File: src/rtl/cldn8_timer.sv
// Cascadable down-counting timer with IDLE/RUN/DONE control and a combinational borrow-out.
// Define CLDN8_AUTORELOAD_EN to reload from the last loaded value on terminal borrow instead of stopping.
module cldn8_timer #(
  parameter int WIDTH = 8
) (
  input  logic             clk,
  input  logic             rst,
  input  logic             clr,
  input  logic             load,
  input  logic [WIDTH-1:0] load_val,
  input  logic             en,
  input  logic             bin,
  output logic [WIDTH-1:0] cnt,
  output logic             bout,
  output logic             busy,
  output logic             done
);

  localparam logic [1:0] S_IDLE = 2'd0;
  localparam logic [1:0] S_RUN  = 2'd1;
  localparam logic [1:0] S_DONE = 2'd2;

  logic [1:0]       state_q, state_d;
  logic [WIDTH-1:0] cnt_q, cnt_d;
  logic             busy_q, busy_d;
  logic             done_q, done_d;
  logic             tick;

`ifdef CLDN8_AUTORELOAD_EN
  logic [WIDTH-1:0] reload_q, reload_d;
`endif

  assign tick = (state_q == S_RUN) && en && bin;
  assign bout = tick && (cnt_q == '0);

  always_comb begin
    state_d = state_q;
    cnt_d   = cnt_q;
    done_d  = 1'b0;
`ifdef CLDN8_AUTORELOAD_EN
    reload_d = reload_q;
`endif
    if (clr) begin
      state_d = S_IDLE;
      cnt_d   = '0;
    end else if (load) begin
      state_d = S_RUN;
      cnt_d   = load_val;
`ifdef CLDN8_AUTORELOAD_EN
      reload_d = load_val;
`endif
    end else begin
      case (state_q)
        S_RUN: begin
          if (tick) begin
            if (cnt_q != '0) begin
              cnt_d = cnt_q - WIDTH'(1);
            end else begin
              // Terminal borrow: the done pulse is registered, so it shows one cycle later.
              done_d = 1'b1;
`ifdef CLDN8_AUTORELOAD_EN
              cnt_d = reload_q;
`else
              state_d = S_DONE;
`endif
            end
          end
        end
        S_DONE:  state_d = S_IDLE;
        S_IDLE:  state_d = S_IDLE;
        default: begin
          state_d = S_IDLE;
          cnt_d   = '0;
        end
      endcase
    end
    busy_d = (state_d == S_RUN);
  end

  always_ff @(posedge clk or posedge rst) begin
    if (rst) begin
      state_q <= S_IDLE;
      cnt_q   <= '0;
      busy_q  <= 1'b0;
      done_q  <= 1'b0;
    end else begin
      state_q <= state_d;
      cnt_q   <= cnt_d;
      busy_q  <= busy_d;
      done_q  <= done_d;
    end
  end

`ifdef CLDN8_AUTORELOAD_EN
  always_ff @(posedge clk or posedge rst) begin
    if (rst) reload_q <= '0;
    else     reload_q <= reload_d;
  end
`endif

  assign cnt  = cnt_q;
  assign busy = busy_q;
  assign done = done_q;

endmodule

File: config.mk
export PLATFORM = sky130hd
export DESIGN_NAME = cldn8_timer
export DESIGN_NICKNAME = d
export VERILOG_FILES = /design/src/rtl/cldn8_timer.sv
export SDC_FILE = /design/constraint.sdc
export NUM_CORES = 1
export LEC_CHECK = 0
export BUFFER_PORTS_ARGS = -buffer_cell sky130_fd_sc_hd__clkbuf_2
export CAP_MARGIN = 5
export CORE_MARGIN = 4
export CORE_UTILIZATION = 30
export DETAILED_ROUTE_END_ITERATION = 10
export PLACE_DENSITY_LB_ADDON = 0.2
export SYNTH_ARGS = -nofsm -noshare
export SYNTH_HDL_FRONTEND = slang
export SYNTH_SLANG_ARGS = --single-unit
File: constraint.sdc
create_clock -name clk -period 3.1 [get_ports clk]
set_input_delay 0.775 -clock clk [delete_from_list [all_inputs] [get_ports clk]]
set_output_delay 0.775 -clock clk [all_outputs]
set_load 0.02 [all_outputs]
======== Word level (Yosys, flattened, before mapping) ========
Index checks and enable logic that the tools add are counted.
operators by class
  multiplexer cells ....................... 15
  $add $sub $neg .......................... 1
  equality and inequality tests ........... 6
  reductions and logical operators ........ 8
operators with widths
  cell                                                                 number
  8-bit 2-to-1 mux                                                     4
  8-bit one-hot mux with 2 select lines                                1
  2-bit 2-to-1 mux                                                     5
  8-bit zero test                                                      1
  8-bit nonzero test                                                   1
  8-bit by 1-bit subtractor with 8-bit output (second input constant)  1
  1-bit 2-to-1 mux                                                     5
  2-bit by 1-bit == test with 1-bit output (second input constant)     2
  4-bit by 3-bit != test with 1-bit output (second input constant)     1
  4-bit != test (second input constant)                                1
  1-bit logical AND                                                    3
  3-bit by 1-bit != test with 1-bit output (second input constant)     1
  3-bit AND reduction                                                  1
  2-bit == test (second input constant)                                1
  2-bit zero test                                                      1
  2-bit OR reduction                                                   1
storage, ports and cells
  input bits .............................. 14
  bits in registers ....................... 12
  output and inout bits ................... 11

======== Depth between registers and ports, before layout ========
  depth after elaboration ................. 8
  gate-level depth with buffers ........... 7
  mapped depth without buffers ............ 6

======== Least setup slack after synthesis ========
Ideal clock, no wire load.
  path type ............................... flip-flop to output port
  from .................................... register cnt_q[0] (netlist: cnt[0])
  to ...................................... output port bout
  data required time ...................... 2325 ps
  stages on the path, launching flop included .. 7
  slack ................................... 298 ps
  data arrival time ....................... 2027 ps
  path through ............................ dfrtp_1 inv_1 ha_1 or3b_1 buf_2 or4_4 nor2_1
between the ends
  cells in the longest elaborated chain, start to end .. 2
ends and longest elaborated chain
  item                      line  source
  start: declaration        24    logic [WIDTH-1:0] cnt_q, cnt_d;
  start signal: assignment  88    cnt_q <= cnt_d;
  8-bit zero test           34    assign bout = tick && (cnt_q == '0);
  1-bit logical AND         34
  end: declaration          14    output logic bout,
Every way passes these cells.

======== Worst setup path after layout ========
  from .................................... register cnt_q[1] (netlist: cnt[1])
  to ...................................... output port bout
The elaborated chain is that of the path after synthesis.

==> impl_metrics.py <==
metrics = {
    "floorplanning": {
        "die_y_um": 57.6,
        "dieArea_um2": 3320,
        "num_rows": 17,
        "core_area_um2": 2280,
        "initial_utilization_pct": 32.4,
        "die_w_um": 57.6,
        "ios": 25,
    },
    "cells_and_area": {
        "design_area_um2": 925,
        "num-fill-cells": 247,
        "finalNetCount": 124,
        "final_util_pct": 40.6,
        "area_growth_pct": 25.3,
        "n_antenna_cell": 0,
        "drive_gt1_share_pct": 34.3,
    },
    "logic_synthesis": {
        "syn_inst": 83,
        "yosysWarnings": 0,
        "syn_area_per_cell_um2": 8.89,
        "ys_types": 31,
        "ys_seq_elements": 12,
        "ys_seq_area_share_pct": 40.7,
        "synth_fp_nets": 98,
        "syn_area_um2": 738,
    },
    "power_and_ir_drop": {
        "ir_drop_mv": 0.219,
        "power.leakage_uw": 0.000463,
        "p_per_area_nw_per_um2": 451,
    },
    "route": {
        "viasPerCell": 5.28,
        "routed_wl_um": 1960,
        "wl_per_cell_um": 14.4,
        "dr.pass1.iters": 4,
        "num_vias": 718,
        "detail_route.iter0.violations": 16,
        "antenna_left": 0,
        "drc": 0,
    },
    "clock_tree": {
        "post-cts-setup-buffers": 0,
        "clk-insertion-delay-late_ns": 0.27,
        "cts_sinks": 12,
        "htree_levels": 1,
        "cts_root_buf": "clkbuf_4",
        "numCtsBuffers": 3,
        "cts.path.max_buffers": 2,
        "cts_tree": "done",
        "clk_pin_slew_ns": 0.09,
    },
    "worst_setup_path": {
        "crit_type": "register to output port",
        "cpPeakStageDelay_ns": 0.56,
        "cp_max_fo": 7,
        "rrSetupSlack_ns": 1.01,
        "cp_slowest_cell": "or4_4",
        "worstRegToRegCells": 6,
        "critPathBufInv": 2,
        "worstSetupEndpointType": "output port",
        "cp_top_family": "simple AND/OR/NAND/NOR gates",
        "worstPathRequired_ns": 2.32,
        "critPathLaunchType": "register",
        "cp_data_arrival_time_ns": 2.21,
        "path_depth": 6,
        "path_cells": "inv_1 > ha_1 > or3b_4 > or4_4 > nor2_1 > buf_2",
    },
    "timing": {
        "setup_slack_ns": 0.116,
        "finalHoldViolations": 0,
        "min_period_ns": 2.98,
        "drv_slew": 0,
        "fmax_mhz": 335,
        "finalSetupViolCount": 0,
        "timing.final.crit_share_pct": 96.2,
        "skew_ns": 0.00510,
        "tightest_slew_ns": 0.531,
        "slew_headroom_pct": 64.6,
        "fin_setup_tns_ns": 0,
    },
    "global_routing": {
        "use_met2_pct": 18.7,
        "grt_pass1_wl_um": 3270,
        "grt_usage_pct": 13.1,
        "grt.busiest_layer": "met2",
        "use_met3_pct": 3.39,
        "gr-total-overflow": 0,
        "met1_usage_pct": 18.2,
        "antenna_found_initial": 0,
        "grt_pass1_vias": 668,
        "grt_start_max_net_pins": 17,
    },
    "place": {
        "dpl_cell_area_um2": 885,
        "place.gp.congestion": 0.827,
        "post-place-ws_ns": 0.341,
        "io_buffer_count": 24,
        "dp_hpwl_um": 1420,
    },
    "outcome": {
        "status": "complete, no violations",
    },
    "worst_hold_path": {
        "hp-class": "input pin to async pin",
    },
    "run": {
        "drv_cap": 0,
    },
}
-- synthesized netlist by cell type, drive strengths merged --
library cell	number	area (µm²)
a211o	1	8.76
a21oi	4	23.8
a22o	7	61.3
a31oi	1	6.26
a32o	1	10.0
and2	1	6.26
and3	1	6.26
buf	1	5.00
clkbuf	3	11.3
dfrtp	12	300
ha	1	12.5
inv	7	26.3
mux2	1	11.3
nand2	8	30.0
nand2b	1	6.26
nor2	6	25.0
nor3	2	10.0
nor4	1	6.26
nor4b	1	8.76
o21ai	8	40.0
o31a	2	17.5
o31ai	4	35.0
o41ai	2	17.5
or2	1	6.26
or3	3	18.8
or3b	1	8.76
or4	2	18.8
-- placed cells by master, fill, tap and decap left out, drive strengths merged, types with 3 or more instances in the layout --
cell type   n
clkbuf     27
dfrtp      12
o21ai       8
nand2       8
inv         7
a22o        7
nor2        6
o31ai       4
a21oi       4
or3         3
-- registers in the layout (all words and copies together) (netlist names) --
signal / flops
done: 1
busy: 1
state_q: 2
cnt: 8
-- repair_timing --
action | in CTS | in global routing
setup endpoints to repair | 0 | 1
gates resized for setup | 0 | 3
hold buffers | 0 | 0
hold endpoints to repair | 0 | 0
-- final cells by class --
type / instances / area [µm²] / area share (%)
Clock buffer: 4 / 36.3 / 3.92
Tap cell: 28 / 35.0 / 3.79
Inverter: 7 / 26.3 / 2.84
Timing Repair Buffer: 25 / 128 / 13.8
Multi-Input combinational cell: 60 / 398 / 43.0
Sequential cell: 12 / 302 / 32.6
-- worst reg2reg max path: cells and delay by family, from the launching register on --
family	cells	cell delay, ns
compound gates	1	0.36
fa+ha+maj	1	0.16
buf+inv	1	0.08
flops	1	0.44
mux	1	0.35
simple gates	2	0.60
-- routing by layer --
layer,part of all wire (%),vias up
met5,0,-
met2,48,18
met4,1.4,0
li1,-,360
met1,46,338
met3,5.2,2
-- kinds of logic (layout without fill, tap and decap cells) --
| group | count (synthesis) | in the layout | share of synthesized area (%) |
|---|---|---|---|
| buffers and inverters | 11 | 36 | 5.76 |
| flip-flops | 12 | 12 | 40.7 |
| multiplexers | 1 | 1 | 1.53 |
| adder cells (fa/ha/maj) | 1 | 1 | 1.69 |
| AO/OA/AOI/OAI | 30 | 30 | 29.8 |
| AND/OR/NAND/NOR | 28 | 28 | 20.5 |
-- where the power goes --
| part | total [µW] | leakage (µW) | internal (µW) | switching [µW] |
|---|---|---|---|---|
| clock network | 128 | 0.0000210 | 71.3 | 56.5 |
| registers | 181 | 0.000158 | 167 | 13.9 |
| logic | 108 | 0.000284 | 43.4 | 64.8 |
-- path summary, 6_finish.rpt --
| check | endpoint | startpoint |
|---|---|---|
| max | bout | cnt[1] |
| max reg2reg | cnt[1] | cnt[1] |
| min reg2reg | cnt[6] | cnt[6] |
| max in group asynchronous | cnt[0] | rst |
| min | done | rst |
| min in group clk | cnt[6] | cnt[6] |
-- through the flow --
step                hold WS (ns)  std cells  power [µW]
CTS                        0.508        136         420
finish                     0.490        136         417
detailed placement         0.520        132         289
floorplan                  0.639         83         255
global route               0.554        136         444
global placement           0.518        132         289
No activity file was read; power rests on OpenSTA's default activity.
